==> config.mk <==
export PLATFORM = sky130hd
export DESIGN_NAME = prim_subreg_shadow_stage_flat
export DESIGN_NICKNAME = d
export VERILOG_FILES = /design/src/rtl/prim_subreg_shadow_stage_if.sv /design/src/rtl/prim_subreg_shadow_stage.sv /design/src/flat_wrapper.sv
export SDC_FILE = /design/constraint.sdc
export NUM_CORES = 1
export LEC_CHECK = 0
export BUFFER_PORTS_ARGS = -buffer_cell sky130_fd_sc_hd__buf_4
export CAP_MARGIN = 5
export CORE_ASPECT_RATIO = 1.1
export CORE_MARGIN = 2
export CORE_UTILIZATION = 45
export DETAILED_ROUTE_END_ITERATION = 6
export GPL_ROUTABILITY_DRIVEN = 0
export HOLD_SLACK_MARGIN = 0.05
export PLACE_DENSITY = 0.73
export SYNTH_ARGS = -nofsm -noshare
export SYNTH_HDL_FRONTEND = slang
export SYNTH_SLANG_ARGS = --single-unit
==> constraint.sdc <==
create_clock -name clk_i -period 1.3 [get_ports clk_i]
set_input_delay 0.13 -clock clk_i [delete_from_list [all_inputs] [get_ports clk_i]]
set_output_delay 0.13 -clock clk_i [all_outputs]
set_load 0.005 [all_outputs]
==> src/rtl/prim_subreg_shadow_stage_if.sv <==
// Bus bundle for the shadowed register stage: software write/read strobes,
// fault-injection mask, and the committed/staged values plus status flags.
interface prim_subreg_shadow_stage_if #(
   parameter int DW = 5
);
   logic          we_i;
   logic [DW-1:0] wd_i;
   logic          re_i;
   logic [DW-1:0] flip_i;
   logic [DW-1:0] q_o;
   logic [DW-1:0] qs_o;
   logic          phase_o;
   logic          commit_o;
   logic          err_update_o;
   logic          err_storage_o;

   modport master (
      output we_i, wd_i, re_i, flip_i,
      input  q_o, qs_o, phase_o, commit_o, err_update_o, err_storage_o
   );

   modport slave (
      input  we_i, wd_i, re_i, flip_i,
      output q_o, qs_o, phase_o, commit_o, err_update_o, err_storage_o
   );
endinterface

==> src/rtl/prim_subreg_shadow_stage.sv <==
// Two-phase shadowed register core: a value commits only after two identical
// consecutive writes, and the committed copy is guarded by an inverted shadow.
module prim_subreg_shadow_stage #(
   parameter int            DW     = 5,
   parameter logic [DW-1:0] RESVAL = 5'b10101
) (
   input logic                      clk_i,
   input logic                      rst_i,
   prim_subreg_shadow_stage_if.slave bus
);

   typedef enum logic [0:0] {
      IDLE   = 1'b0,
      STAGED = 1'b1
   } state_e;

   state_e        state_r;
   logic [DW-1:0] staged_r;
   logic [DW-1:0] committed_r;
   logic [DW-1:0] shadow_r;
   logic          commit_r;
   logic          err_update_r;
   logic          err_storage_r;

   // The shadow must always hold the exact bitwise inverse of the committed copy.
   function automatic logic storage_intact(input logic [DW-1:0] value,
                                           input logic [DW-1:0] shadow);
      return (value == ~shadow);
   endfunction

   // Write-phase FSM, committed/shadow storage and all status flops.
   always_ff @(posedge clk_i) begin
      if (rst_i) begin
         state_r       <= IDLE;
         staged_r      <= RESVAL;
         committed_r   <= RESVAL;
         shadow_r      <= ~RESVAL;
         commit_r      <= 1'b0;
         err_update_r  <= 1'b0;
         err_storage_r <= 1'b0;
      end else begin
         commit_r      <= 1'b0;
         err_update_r  <= 1'b0;
         err_storage_r <= err_storage_r | ~storage_intact(committed_r, shadow_r);
         shadow_r      <= shadow_r ^ bus.flip_i;
         case (state_r)
            IDLE: begin
               if (bus.we_i) begin
                  staged_r <= bus.wd_i;
                  state_r  <= STAGED;
               end else begin
                  state_r  <= IDLE;
               end
            end
            STAGED: begin
               if (bus.we_i) begin
                  // Write wins over a simultaneous read; a commit's flip lands on the fresh shadow.
                  if (bus.wd_i == staged_r) begin
                     committed_r <= bus.wd_i;
                     shadow_r    <= ~bus.wd_i ^ bus.flip_i;
                     commit_r    <= 1'b1;
                  end else begin
                     err_update_r <= 1'b1;
                  end
                  state_r <= IDLE;
               end else if (bus.re_i) begin
                  state_r <= IDLE;
               end else begin
                  state_r <= STAGED;
               end
            end
            default: begin
               state_r <= IDLE;
            end
         endcase
      end
   end

   assign bus.q_o           = committed_r;
   assign bus.qs_o          = staged_r;
   assign bus.phase_o       = (state_r == STAGED);
   assign bus.commit_o      = commit_r;
   assign bus.err_update_o  = err_update_r;
   assign bus.err_storage_o = err_storage_r;

endmodule

==> src/flat_wrapper.sv <==
// flat-port wrapper written by rule: the top's interface ports become plain ports
module prim_subreg_shadow_stage_flat 
#(
   parameter int            DW     = 5,
   parameter logic [DW-1:0] RESVAL = 5'b10101
)
  (clk_i, rst_i, bus_we_i, bus_wd_i, bus_re_i, bus_flip_i, bus_q_o, bus_qs_o, bus_phase_o, bus_commit_o, bus_err_update_o, bus_err_storage_o);
  prim_subreg_shadow_stage_if #(.DW(DW)) bus_i ();
  input logic clk_i;
  input logic rst_i;
  input wire logic [$bits(bus_i.we_i)-1:0] bus_we_i;
  input wire logic [$bits(bus_i.wd_i)-1:0] bus_wd_i;
  input wire logic [$bits(bus_i.re_i)-1:0] bus_re_i;
  input wire logic [$bits(bus_i.flip_i)-1:0] bus_flip_i;
  output wire logic [$bits(bus_i.q_o)-1:0] bus_q_o;
  output wire logic [$bits(bus_i.qs_o)-1:0] bus_qs_o;
  output wire logic [$bits(bus_i.phase_o)-1:0] bus_phase_o;
  output wire logic [$bits(bus_i.commit_o)-1:0] bus_commit_o;
  output wire logic [$bits(bus_i.err_update_o)-1:0] bus_err_update_o;
  output wire logic [$bits(bus_i.err_storage_o)-1:0] bus_err_storage_o;
  assign bus_i.we_i = bus_we_i;
  assign bus_i.wd_i = bus_wd_i;
  assign bus_i.re_i = bus_re_i;
  assign bus_i.flip_i = bus_flip_i;
  assign bus_q_o = bus_i.q_o;
  assign bus_qs_o = bus_i.qs_o;
  assign bus_phase_o = bus_i.phase_o;
  assign bus_commit_o = bus_i.commit_o;
  assign bus_err_update_o = bus_i.err_update_o;
  assign bus_err_storage_o = bus_i.err_storage_o;
  prim_subreg_shadow_stage #(.DW(DW), .RESVAL(RESVAL)) u_core (.clk_i(clk_i), .rst_i(rst_i), .bus(bus_i));
endmodule
==> results.txt <==
The capture endpoint of the worst hold path was u_core.bus.phase_o$_SDFF_PP0_. Wires add up to 2430 um. The synthesized netlist contains 28 unique library cells.

Summing all flip-flop and latch instances after layout gives 385 um2. The static leakage power came out at 0.572 nW. The startpoint of the lowest-slack register-to-register path is u_core.bus.qs_o[0]$_SDFFE_PP1P_. The worst setup path is of the register to register kind. Setup slack of the most critical reg-to-reg path: -0.04 ns. Setup repair after global routing could not meet its margin everywhere. The cell area after layout is 1420 um2, and the final hold violation count is 0.

In this run the power density over the cells is 881 nW/um2. For this run, the number of Yosys warnings is 0. The worst setup path is captured at a register. Counting every instance in the synthesized netlist gives 117. On the final layout, the worst clock skew is 0.00299 ns.

The fraction of the yosys area taken by sequential cells was 0.377. The startpoint type of the worst setup path is a register. Clock tree synthesis inserted a total of 3 buffers.

The number of nets in the synthesized netlist is 131. The initial antenna violation count was 0. The checks that failed: setup timing. After clock tree synthesis, the clock-pin slew on the worst setup and hold paths is 0.11 ns. The endpoint identified for the worst register-to-register timing path is u_core.shadow_r[0]$_SDFF_PP0_. The design draws 1.25 mW. The number of detailed-routing iterations run before antenna repair was 4; the final core utilization was 0.648.

For the worst setup path, the data required time is 1.55 ns. The synthesized netlist occupies a cell area of 1010 um2. After detailed routing, the number of vias per cell comes to 5.39.

The clock root buffer master is sky130_fd_sc_hd__clkbuf_4. For the via count of the first global-routing pass, the log shows 900. The die covers 2640 um2.

The insertion delay to the later sink of the worst-skew pair was 0.30 ns. Entering global routing, the biggest net connects 28 pins. The floorplan has 18 rows. Fill cells in the final layout number 196. The average instance in the mapped netlist occupies 8.63 um2. For the pin with the worst max-slew slack, the measured transition is 0.298 ns.

The worst-case IR drop observed on VDD is 0.590 mV. The clock period minus final worst setup slack is 1.34 ns, and the H-tree depth is 1. For this design, the sink count on the clock tree is 19. The cell depth of the worst flop-to-flop path is 4. The placed instance area was 1310 um2. The all-layer global routing usage is 0.189. The tools report the worst relative slew slack as 0.801. Share of the cycle needed by the critical path after routing: 1.03. Uppermost metal layer occupied by signal nets: met4.

The hold buffer count at CTS is 0. The total length of routed met3 wires came out at 109 um. The max-cap check violation count is 0.

The number of remaining DRC errors was 0. TritonCTS built the clock tree. The least setup slack across all paths after layout was -0.0357 ns; the count of flip-flops with a built-in enable after synthesis was 0.

The flow ran to the end, but the final reports show violations. The remaining global-route overflow was 0. For the initial cell density of the core, the log shows 0.462. The routed wirelength normalized by instance count was 13.2 um.

The repair_antennas step left the layout with diodes totalling 0. Along the worst hold path, the cell count comes to 4. During I/O placement, the number of pins put on the boundary was 28. The routed metal-1 wirelength is 1100 um, and the half-perimeter wire length of the detailed placement result is 1690 um. The final-report max-slew violation count was 0. Port buffering added 27 buffers. Along the worst path, the maximum fanout reaches 3. The violation count after the first detailed-routing iteration is 29, and the share of synthesized flip-flops with an asynchronous set or reset is 0.

The area inside the core boundary came out at 2180 um2. The most used flip-flop cell after synthesis is sky130_fd_sc_hd__dfxtp_1. The run gives -0.0564 ns as the setup TNS after final layout. The clock passes through at most 2 buffers. Counting flops and latches in the post-synthesis netlist gives 19. Setup violations remaining at the end of the flow were counted as 2.

At the worst endpoint, the arrival time is 1.58 ns. First-pass GRT wire length: 3830 um. The floorplan step set the die height to 53.7 um.

The run gives 169 as the final layout net count. The share of post-route cells with drive strength above 1 is 0.416. The routed layout has 991 vias. Summing all multi-input logic gate instances after layout gives 647 um2. The worst hold path begins at bus_re_i.

The x dimension of the die is 49.2 um, and the highest clock rate is 749 MHz. The met2 wire length was 1190 um. The count of nets left with antenna violations once routing finished came out at 0. Relative to the synthesized area, the layout overhead comes to 40.3%. The path class of the tightest hold or removal check is input pin to register.
-- final cells by class --
type | count | share of cell area
Timing Repair Buffer | 41 | 0.223
Clock inverter | 1 | 0.00353
Sequential cell | 19 | 0.272
Multi-Input combinational cell | 89 | 0.457
Clock buffer | 3 | 0.0159
Tap cell | 30 | 0.0265
Inverter | 1 | 0.00265
-- registers in the layout (all words and copies together), names as in the netlist --
| register | count |
|---|---|
| u_core.bus.err_storage_o | 1 |
| u_core.bus.err_update_o | 1 |
| u_core.bus.phase_o | 1 |
| u_core.bus.q_o | 5 |
| u_core.shadow_r | 5 |
| u_core.bus.commit_o | 1 |
| u_core.bus.qs_o | 5 |
-- how the worst max path moves through the flow --
| stage | cells after the start | startpoint | to |
|---|---|---|---|
| 2_1_floorplan | 4 | u_core.bus.qs_o[2]$_SDFFE_PP1P_ | u_core.shadow_r[0]$_SDFF_PP0_ |
| 3_3_place_gp | 5 | u_core.bus.qs_o[1]$_SDFFE_PP0P_ | u_core.bus.q_o[2]$_SDFFE_PP1P_ |
| 3_5_place_dp | 4 | u_core.bus.qs_o[2]$_SDFFE_PP1P_ | u_core.shadow_r[0]$_SDFF_PP0_ |
| 4_1_cts | 4 | u_core.bus.qs_o[4]$_SDFFE_PP1P_ | u_core.shadow_r[0]$_SDFF_PP0_ |
| 5_1_grt | 4 | u_core.bus.qs_o[0]$_SDFFE_PP1P_ | u_core.shadow_r[0]$_SDFF_PP0_ |
| 6_report | 4 | u_core.bus.qs_o[0]$_SDFFE_PP1P_ | u_core.shadow_r[0]$_SDFF_PP0_ |
-- stage by stage --
stage	hold WS [ns]	std cells	worst slack [ns]
floorplan	0.259	117	0.00254
global placement	0.405	179	-0.00729
detailed placement	0.412	179	-0.0474
CTS	0.0906	183	-0.00386
global route	0.119	184	-0.0681
finish	0.0834	184	-0.0357
-- cell usage in the layout, fill, tap and decap left out, types with 2 or more instances in the layout --
cell type and count:
sky130_fd_sc_hd__nor2_1 5, sky130_fd_sc_hd__or2_2 2, sky130_fd_sc_hd__o22ai_1 3, sky130_fd_sc_hd__nand2_1 8, sky130_fd_sc_hd__dfxtp_2 4, sky130_fd_sc_hd__or4_1 2
sky130_fd_sc_hd__a21oi_1 6, sky130_fd_sc_hd__nor3b_1 7, sky130_fd_sc_hd__nor4_1 2, sky130_fd_sc_hd__xnor2_2 4, sky130_fd_sc_hd__nand2b_1 4, sky130_fd_sc_hd__nor4_2 3
sky130_fd_sc_hd__dfxtp_1 15, sky130_fd_sc_hd__nand3_1 8, sky130_fd_sc_hd__nor3_1 9, sky130_fd_sc_hd__xnor2_1 5, sky130_fd_sc_hd__clkbuf_4 3, sky130_fd_sc_hd__buf_4 39
sky130_fd_sc_hd__mux2i_1 5, sky130_fd_sc_hd__nor2b_1 2, sky130_fd_sc_hd__o21ai_0 4, sky130_fd_sc_hd__buf_6 2
-- cell usage after synthesis (2+ instances only) --
cell type / count / area (um2)
sky130_fd_sc_hd__clkbuf_1: 4 / 15.0
sky130_fd_sc_hd__nor3b_1: 7 / 52.6
sky130_fd_sc_hd__xnor2_2: 2 / 32.5
sky130_fd_sc_hd__o21ai_0: 5 / 25.0
sky130_fd_sc_hd__nor4_1: 5 / 31.3
sky130_fd_sc_hd__nor2b_1: 2 / 12.5
sky130_fd_sc_hd__or4_1: 2 / 15.0
sky130_fd_sc_hd__a21oi_1: 6 / 30.0
sky130_fd_sc_hd__xnor2_1: 8 / 70.1
sky130_fd_sc_hd__o22ai_1: 3 / 18.8
sky130_fd_sc_hd__buf_2: 3 / 15.0
sky130_fd_sc_hd__or2_2: 2 / 12.5
sky130_fd_sc_hd__nor3_1: 9 / 45.0
sky130_fd_sc_hd__nand2_1: 8 / 30.0
sky130_fd_sc_hd__nor2_1: 5 / 18.8
sky130_fd_sc_hd__nand2b_1: 4 / 25.0
sky130_fd_sc_hd__mux2i_1: 5 / 50.1
sky130_fd_sc_hd__nand3_1: 9 / 45.0
sky130_fd_sc_hd__dfxtp_1: 19 / 380
-- where the power goes --
group	internal, mW	total [mW]	switching, mW
Clock	0.115	0.303	0.188
Sequential	0.614	0.642	0.0279
Combinational	0.165	0.303	0.139
Total	0.893	1.25	0.355
-- cell families (layout without fill, tap and decap cells) --
kind of cell | count (synthesis) | in the layout | share of synthesized area
flip-flops | 19 | 19 | 0.377
multiplexers | 5 | 5 | 0.0496
buffers and inverters | 9 | 46 | 0.0446
XOR/XNOR | 10 | 10 | 0.102
AND/OR/NAND/NOR | 57 | 57 | 0.322
AO/OA/AOI/OAI | 17 | 17 | 0.105
-- per-layer routing --
layer / vias up / GRT usage
met5: - / 0
met4: 0 / 0.0857
met3: 5 / 0.0306
met2: 27 / 0.345
met1: 461 / 0.220
li1: 498 / -
-- timing repair --
item	4_1_cts	5_1_grt
gates resized for setup	7	10
pin swaps	6	2
setup endpoints to repair	8	10
setup buffers	0	1
-- worst max-delay path, cell delays in order (launching register included) --
cell and delay, ns:
sky130_fd_sc_hd__dfxtp_2 0.35, sky130_fd_sc_hd__xnor2_2 0.21, sky130_fd_sc_hd__nand4_2 0.14, sky130_fd_sc_hd__or4_1 0.50, sky130_fd_sc_hd__nand3_1 0.10
Power figures use the tool's default switching activity.
